File: src/rtl/pontuacao_scan_if.sv
// pontuacao_scan_if: controller/memory bus of the fleet scoring scanner.
// slave = scanner side, master = controller plus fleet memories.
interface pontuacao_scan_if #(
  parameter int N_PLAYERS = 2,
  parameter int ADDR_W    = 5,
  parameter int DATA_W    = 64,
  parameter int SCORE_W   = 6
);
  logic                          start;
  logic                          mode;
  logic [N_PLAYERS*DATA_W-1:0]   memoria;
  logic [ADDR_W-1:0]             addr;
  logic                          busy;
  logic                          done;
  logic                          scores_valid;
  logic [N_PLAYERS*SCORE_W-1:0]  scores;
  logic [N_PLAYERS-1:0]          all_sunk;

  modport master (
    output start, mode, memoria,
    input  addr, busy, done, scores_valid, scores, all_sunk
  );

  modport slave (
    input  start, mode, memoria,
    output addr, busy, done, scores_valid, scores, all_sunk
  );
endinterface

File: src/rtl/pontuacao_scan.sv
// pontuacao_scan: walks all fleet entries through a shared address and
// accumulates a saturating weighted score and an all-sunk flag per player.
module pontuacao_scan #(
  parameter int N_PLAYERS = 2,
  parameter int NUM_SHIPS = 11,
  parameter int ADDR_W    = 5,
  parameter int DATA_W    = 64,
  parameter int ALIVE_MSB = 42,
  parameter int ALIVE_LSB = 3,
  parameter int READ_LAT  = 1,
  parameter int SCORE_W   = 6,
  parameter logic [4*NUM_SHIPS-1:0] WEIGHTS = 44'h54332211111
) (
  input logic clk,
  input logic rst_n,
  pontuacao_scan_if.slave bus
);

  localparam int AW = (SCORE_W + 1 >= 5) ? SCORE_W + 1 : 5;
  localparam int FW = ALIVE_MSB - ALIVE_LSB + 1;
  localparam logic [AW-1:0] SMAX = AW'((2 ** SCORE_W) - 1);
  localparam logic [ADDR_W-1:0] LAST = ADDR_W'(NUM_SHIPS - 1);

  typedef enum logic [1:0] {
    IDLE,
    SCAN,
    DRAIN,
    DONE
  } state_t;

  state_t st, nx;

  logic [ADDR_W-1:0]            addr_q;
  logic [ADDR_W-1:0]            widx;
  logic                         mode_q;
  logic [N_PLAYERS*SCORE_W-1:0] acc_q;
  logic [N_PLAYERS*SCORE_W-1:0] acc_d;
  logic [N_PLAYERS*SCORE_W-1:0] scores_q;
  logic [N_PLAYERS-1:0]         all_q;
  logic [N_PLAYERS-1:0]         all_d;
  logic [N_PLAYERS-1:0]         sunk_q;
  logic                         sv_q;
  logic                         go;
  logic                         scan_v;
  logic                         acc_en;
  logic                         last_addr;
  logic                         last_acc;
  logic [3:0]                   wgt;

  assign go        = (st == IDLE) && bus.start;
  assign scan_v    = (st == SCAN);
  assign last_addr = (addr_q == LAST);
  assign last_acc  = acc_en && (widx == LAST);

  // Address-valid delayed by the memory latency marks accumulation edges.
  generate
    if (READ_LAT == 0) begin : g_lat0
      assign acc_en = scan_v;
    end else begin : g_latn
      logic [READ_LAT-1:0] vsh;
      always_ff @(posedge clk) begin
        if (!rst_n || go) vsh <= '0;
        else              vsh <= READ_LAT'({vsh, scan_v});
      end
      assign acc_en = vsh[READ_LAT-1];
    end
  endgenerate

  always_comb begin
    wgt = '0;
    for (int i = 0; i < NUM_SHIPS; i++)
      if (widx == ADDR_W'(i)) wgt = WEIGHTS[4*i +: 4];
  end

  generate
    for (genvar p = 0; p < N_PLAYERS; p++) begin : g_pl
      logic [FW-1:0] alive;
      logic          sunk;
      logic [AW-1:0] inc;
      logic [AW-1:0] sum;

      assign alive = bus.memoria[p*DATA_W+ALIVE_LSB +: FW];
      assign sunk  = ~|alive;

      always_comb begin
        inc = '0;
        if (mode_q) inc = sunk ? '0 : AW'(1);
        else        inc = sunk ? AW'(wgt) : '0;
        sum = AW'(acc_q[p*SCORE_W +: SCORE_W]) + inc;
        acc_d[p*SCORE_W +: SCORE_W] =
          (sum > SMAX) ? SMAX[SCORE_W-1:0] : sum[SCORE_W-1:0];
        all_d[p] = all_q[p] & sunk;
      end
    end
  endgenerate

  always_ff @(posedge clk) begin
    if (!rst_n) st <= IDLE;
    else        st <= nx;
  end

  always_comb begin
    nx = st;
    unique case (st)
      IDLE:  if (bus.start) nx = SCAN;
      SCAN:  if (last_addr) nx = last_acc ? DONE : DRAIN;
      DRAIN: if (last_acc) nx = DONE;
      DONE:  nx = IDLE;
      default: nx = IDLE;
    endcase
  end

  always_ff @(posedge clk) begin
    if (!rst_n) begin
      addr_q   <= '0;
      widx     <= '0;
      mode_q   <= 1'b0;
      acc_q    <= '0;
      all_q    <= '0;
      scores_q <= '0;
      sunk_q   <= '0;
      sv_q     <= 1'b0;
    end else begin
      if (scan_v && !last_addr) addr_q <= addr_q + 1'b1;
      else if (last_acc || st == IDLE) addr_q <= '0;

      if (go) begin
        mode_q <= bus.mode;
        acc_q  <= '0;
        all_q  <= '1;
        widx   <= '0;
        sv_q   <= 1'b0;
      end else if (acc_en) begin
        acc_q <= acc_d;
        all_q <= all_d;
        if (last_acc) begin
          scores_q <= acc_d;
          sunk_q   <= all_d;
          sv_q     <= 1'b1;
        end else begin
          widx <= widx + 1'b1;
        end
      end
    end
  end

  always_comb begin
    bus.busy = (st == SCAN) || (st == DRAIN);
    bus.done = (st == DONE);
  end

  assign bus.addr         = addr_q;
  assign bus.scores       = scores_q;
  assign bus.all_sunk     = sunk_q;
  assign bus.scores_valid = sv_q;

endmodule

File: src/flat_wrapper.sv
// flat-port wrapper written by rule: the top's interface ports become plain ports
module pontuacao_scan_flat 
#(
  parameter int N_PLAYERS = 2,
  parameter int NUM_SHIPS = 11,
  parameter int ADDR_W    = 5,
  parameter int DATA_W    = 64,
  parameter int ALIVE_MSB = 42,
  parameter int ALIVE_LSB = 3,
  parameter int READ_LAT  = 1,
  parameter int SCORE_W   = 6,
  parameter logic [4*NUM_SHIPS-1:0] WEIGHTS = 44'h54332211111
)
  (clk, rst_n, bus_start, bus_mode, bus_memoria, bus_addr, bus_busy, bus_done, bus_scores_valid, bus_scores, bus_all_sunk);
  pontuacao_scan_if #(.N_PLAYERS(N_PLAYERS), .ADDR_W(ADDR_W), .DATA_W(DATA_W), .SCORE_W(SCORE_W)) bus_i ();
  input logic clk;
  input logic rst_n;
  input wire logic [$bits(bus_i.start)-1:0] bus_start;
  input wire logic [$bits(bus_i.mode)-1:0] bus_mode;
  input wire logic [$bits(bus_i.memoria)-1:0] bus_memoria;
  output wire logic [$bits(bus_i.addr)-1:0] bus_addr;
  output wire logic [$bits(bus_i.busy)-1:0] bus_busy;
  output wire logic [$bits(bus_i.done)-1:0] bus_done;
  output wire logic [$bits(bus_i.scores_valid)-1:0] bus_scores_valid;
  output wire logic [$bits(bus_i.scores)-1:0] bus_scores;
  output wire logic [$bits(bus_i.all_sunk)-1:0] bus_all_sunk;
  assign bus_i.start = bus_start;
  assign bus_i.mode = bus_mode;
  assign bus_i.memoria = bus_memoria;
  assign bus_addr = bus_i.addr;
  assign bus_busy = bus_i.busy;
  assign bus_done = bus_i.done;
  assign bus_scores_valid = bus_i.scores_valid;
  assign bus_scores = bus_i.scores;
  assign bus_all_sunk = bus_i.all_sunk;
  pontuacao_scan #(.N_PLAYERS(N_PLAYERS), .NUM_SHIPS(NUM_SHIPS), .ADDR_W(ADDR_W), .DATA_W(DATA_W), .ALIVE_MSB(ALIVE_MSB), .ALIVE_LSB(ALIVE_LSB), .READ_LAT(READ_LAT), .SCORE_W(SCORE_W), .WEIGHTS(WEIGHTS)) u_core (.clk(clk), .rst_n(rst_n), .bus(bus_i));
endmodule
File: config.mk
export PLATFORM = sky130hd
export DESIGN_NAME = pontuacao_scan_flat
export DESIGN_NICKNAME = d
export VERILOG_FILES = /design/src/rtl/pontuacao_scan_if.sv /design/src/rtl/pontuacao_scan.sv /design/src/flat_wrapper.sv
export SDC_FILE = /design/constraint.sdc
export NUM_CORES = 1
export LEC_CHECK = 0
export BUFFER_PORTS_ARGS = -buffer_cell sky130_fd_sc_hd__clkbuf_2
export CAP_MARGIN = 20
export CORE_MARGIN = 4
export CORE_UTILIZATION = 43
export DETAILED_ROUTE_END_ITERATION = 10
export GPL_ROUTABILITY_DRIVEN = 1
export PLACE_DENSITY = 0.83
export SLEW_MARGIN = 10
export SYNTH_ARGS = -nofsm -noshare
export SYNTH_HDL_FRONTEND = slang
export SYNTH_SLANG_ARGS = --single-unit
File: constraint.sdc
create_clock -name clk -period 3.65 [get_ports clk]
set_input_delay 0.365 -clock clk [delete_from_list [all_inputs] [get_ports clk]]
set_output_delay 0.365 -clock clk [all_outputs]
set_load 0.005 [all_outputs]
==> results_dict.tcl <==
set metrics [dict create \
    synth_area_mm2 0.00250 \
    hold_depth 3 \
    die_w_um 84.3 \
    post_cts_resized 0 \
    vias_per_cell 5.62 \
    ys.flop_type "dfxtp_1" \
    grt_busiest_layer "met2" \
    start_util_pct 44.9 \
    grtUsageMet3_pct 4.71 \
    timing.setup.tns_ps 0 \
    power_density_mw_per_mm2 370 \
    dieArea_mm2 0.00711 \
    wl_per_cell_um 14.3 \
    min_period_ps 3240 \
    drc 0 \
    p_leak_nw 1.34 \
    cts_tree "done" \
    status "complete, no violations" \
    clk_pin_slew_ps 80 \
    hold_start "bus_mode" \
    rows 27 \
    cts_hold_buffers 0 \
    clock_sinks 43 \
    swShare_pct 32.2 \
    vias 2587 \
    ys_ff_latch 43 \
    grt_pass1_wl_um 10900 \
    use_met2_pct 31.1 \
    ys_warn_count 0 \
    critPathMaxFanout 8 \
    clockRootBuffer "clkbuf_8" \
    start_kind "register" \
    multi_input_comb_area_mm2 0.00153 \
    worst_pin_slew_ps 792 \
    clkLatencyLatePin_ps 290 \
    power_frac_clock_pct 26.0 \
    r2r_end "u_core.acc_q[7]$_SDFFE_PP0P_" \
    layout-drive-gt1-share_pct 33.0 \
    grt_use_total_pct 18.2 \
    drt_pass1_iterations 4 \
    core_mm2 0.00557 \
    first_global_vias 2471 \
    path_cells "inv_1, ha_1, nor2_1, o21ai_0, a2111oi_2, mux2_2, ha_1, inv_1, fa_1, nor2b_1, o2111ai_2, a311oi_1" \
    synth-edff-count 0 \
    layout_common_cells "105 x clkbuf_2, 43 x dfxtp_1, 21 x nor2_1, 21 x nor4_1, 19 x nand2_1" \
    clk_path_buf_depth 2 \
    cts_setup_buffers 0 \
    fin_total_pwr_w 0.00118 \
    place.gp.congestion 0.863 \
    regArea_um2 861 \
    crit_type "register to register" \
    timing.rr.start "u_core.widx[0]$_SDFFE_PP0P_" \
    mostFrequentLayoutCell "clkbuf_2" \
    slowest_delay_ps 410 \
    min_path_type "primary input to register" \
    pin_count 154 \
    critical_path_required_ps 3840 \
    skew_ps 7.69 \
    p_comb_share_pct 28.0 \
    r2r_cells 12 \
    setup-violations-final 0 \
    num-fill-cells 503 \
    post-route-util_pct 57.1 \
    end_kind "register" \
    p_switching_w 0.000379 \
    syn-num-nets 434 \
    worstPathArrival_ps 3430 \
    ir_drop_uv 394 \
    wirelength_um 6580 \
    seq_area_frac_synth_pct 34.4 \
    maxSlewViolCount 0 \
    detailed_place_hpwl_um 5160 \
    drt_iter0_markers 105 \
    antenna_found_initial 0 \
    htree_levels 2 \
    syn_to_final_growth_pct 27.1 \
    async_reset_ff_share_pct 0 \
    cts-buffers-inserted 5 \
    fmax_ghz 0.308 \
    fin_nets 538 \
    overflow 0 \
    grt_max_degree 24 \
    postRouteAntennaNets 0 \
    cap_violations 0 \
    diodes 0 \
    synthCells 284 \
    period_share_pct 88.8 \
    hold_end "u_core.mode_q$_SDFFE_PN0P_" \
    portBuffers 105 \
    avgSynthCellArea_um2 8.82 \
    p_seq_share_pct 46.0 \
    max_slew_margin_pct 47.1 \
    internal-power_w 0.000798 \
    finalHoldViolations 0 \
    synth_cell_type_count 54 \
    cp_slowest_cell "a2111oi_2" \
    ff2ff_setup_slack_ps 410 \
    rsz0062_at_grt "false" \
    met1_usage_pct 22.8 \
    die_y_um 84.3 \
]
state kept, by name, summed over array words and instances, names as in the netlist:
name,count
u_core.bus.scores,12
u_core.bus.scores_valid,1
u_core.acc_q,12
u_core.acc_en,1
u_core.bus.all_sunk,2
u_core.bus.addr,5
u_core.widx,5
u_core.mode_q,1
u_core.all_q,2
u_core.st,2
through the flow:
step | std cells | setup slack [ps] | hold WS (ps) | area, um2
2_1_floorplan | 284 | 706 | 448 | 2500
3_3_place_gp | 453 | 242 | 444 | 3080
3_5_place_dp | 453 | 208 | 452 | 3080
4_1_cts | 460 | 145 | 304 | 3170
5_1_grt | 460 | 51.6 | 315 | 3180
6_report | 460 | 408 | 315 | 3180
synthesized netlist by cell type (3+ instances only):
library cell	n	area [um2]
nor4_1	21	131
nor2_1	21	78.8
dfxtp_1	43	861
clkbuf_1	8	30.0
o21ai_0	5	25.0
ha_1	16	200
a311oi_1	15	131
o211ai_1	3	22.5
o21a_1	3	22.5
nor2b_1	5	31.3
nand2b_1	3	18.8
nand2_1	19	71.3
nor3b_1	3	22.5
a21o_1	4	30.0
and2_1	3	18.8
nand4_1	9	56.3
xnor2_1	5	43.8
o2111ai_1	3	26.3
inv_1	16	60.1
nand3_1	8	40.0
and3_1	8	50.1
a21oi_1	15	75.1
a31oi_1	4	25.0
worst max-delay path, delay by kind of cell, from the launching register on:
family / cells / cell delay [ps]
DFF: 1 / 380
adders and majority gates: 3 / 830
muxes: 1 / 240
buffers and inverters: 2 / 160
and+or+nand+nor: 2 / 420
AOI/OAI and AO/OA: 4 / 1130
cell type report:
| cell class | instances | area share (%) |
|---|---|---|
| multi-input cells | 213 | 48.1 |
| flip-flops and latches | 43 | 27.1 |
| repair buffers | 108 | 17.2 |
| well taps | 72 | 2.83 |
| clock buffers | 6 | 2.60 |
| inverters | 17 | 2.01 |
| clock inverters | 1 | 0.157 |
power groups by stage:
stage	Clock (W)	Sequential (W)	Combinational, W
final	0.000306	0.000541	0.000330
after global routing	0.000332	0.000545	0.000368
after CTS	0.000313	0.000539	0.000325
after detailed placement	0	0.000550	0.000323
after global placement	0	0.000548	0.000307
after floorplan	0	0.000535	0.000229
how the worst max path moves through the flow:
stage                                                    to                   startpoint  cells after the start  slack, ps
after floorplan                u_core.acc_q[9]$_SDFFE_PP0P_  u_core.widx[0]$_SDFFE_PP0P_                     13        710
after global placement         u_core.acc_q[9]$_SDFFE_PP0P_  u_core.widx[0]$_SDFFE_PP0P_                     13        240
after detailed placement       u_core.acc_q[9]$_SDFFE_PP0P_  u_core.widx[0]$_SDFFE_PP0P_                     13        210
after CTS                      u_core.acc_q[9]$_SDFFE_PP0P_  u_core.widx[0]$_SDFFE_PP0P_                     13        150
after global routing      u_core.bus.scores[6]$_SDFFE_PN0P_  u_core.widx[0]$_SDFFE_PP0P_                     12         50
final                          u_core.acc_q[7]$_SDFFE_PP0P_  u_core.widx[0]$_SDFFE_PP0P_                     12        410
per-layer routing:
| metal | wire [um] | vias up |
|---|---|---|
| li1 | - | 1301 |
| met1 | 2970 | 1200 |
| met2 | 3050 | 82 |
| met3 | 530 | 4 |
| met4 | 36 | 0 |
| met5 | 0 | - |
cells by family after synthesis:
kind of cell,after synthesis,share of synthesized area (%)
compound gates,73,21.6
xor+xnor,7,2.45
fa+ha+maj,18,9.60
buf+inv,28,4.95
flops,43,34.4
mux,4,1.70
simple gates,111,25.3
No activity file was read; power rests on OpenSTA's default activity.
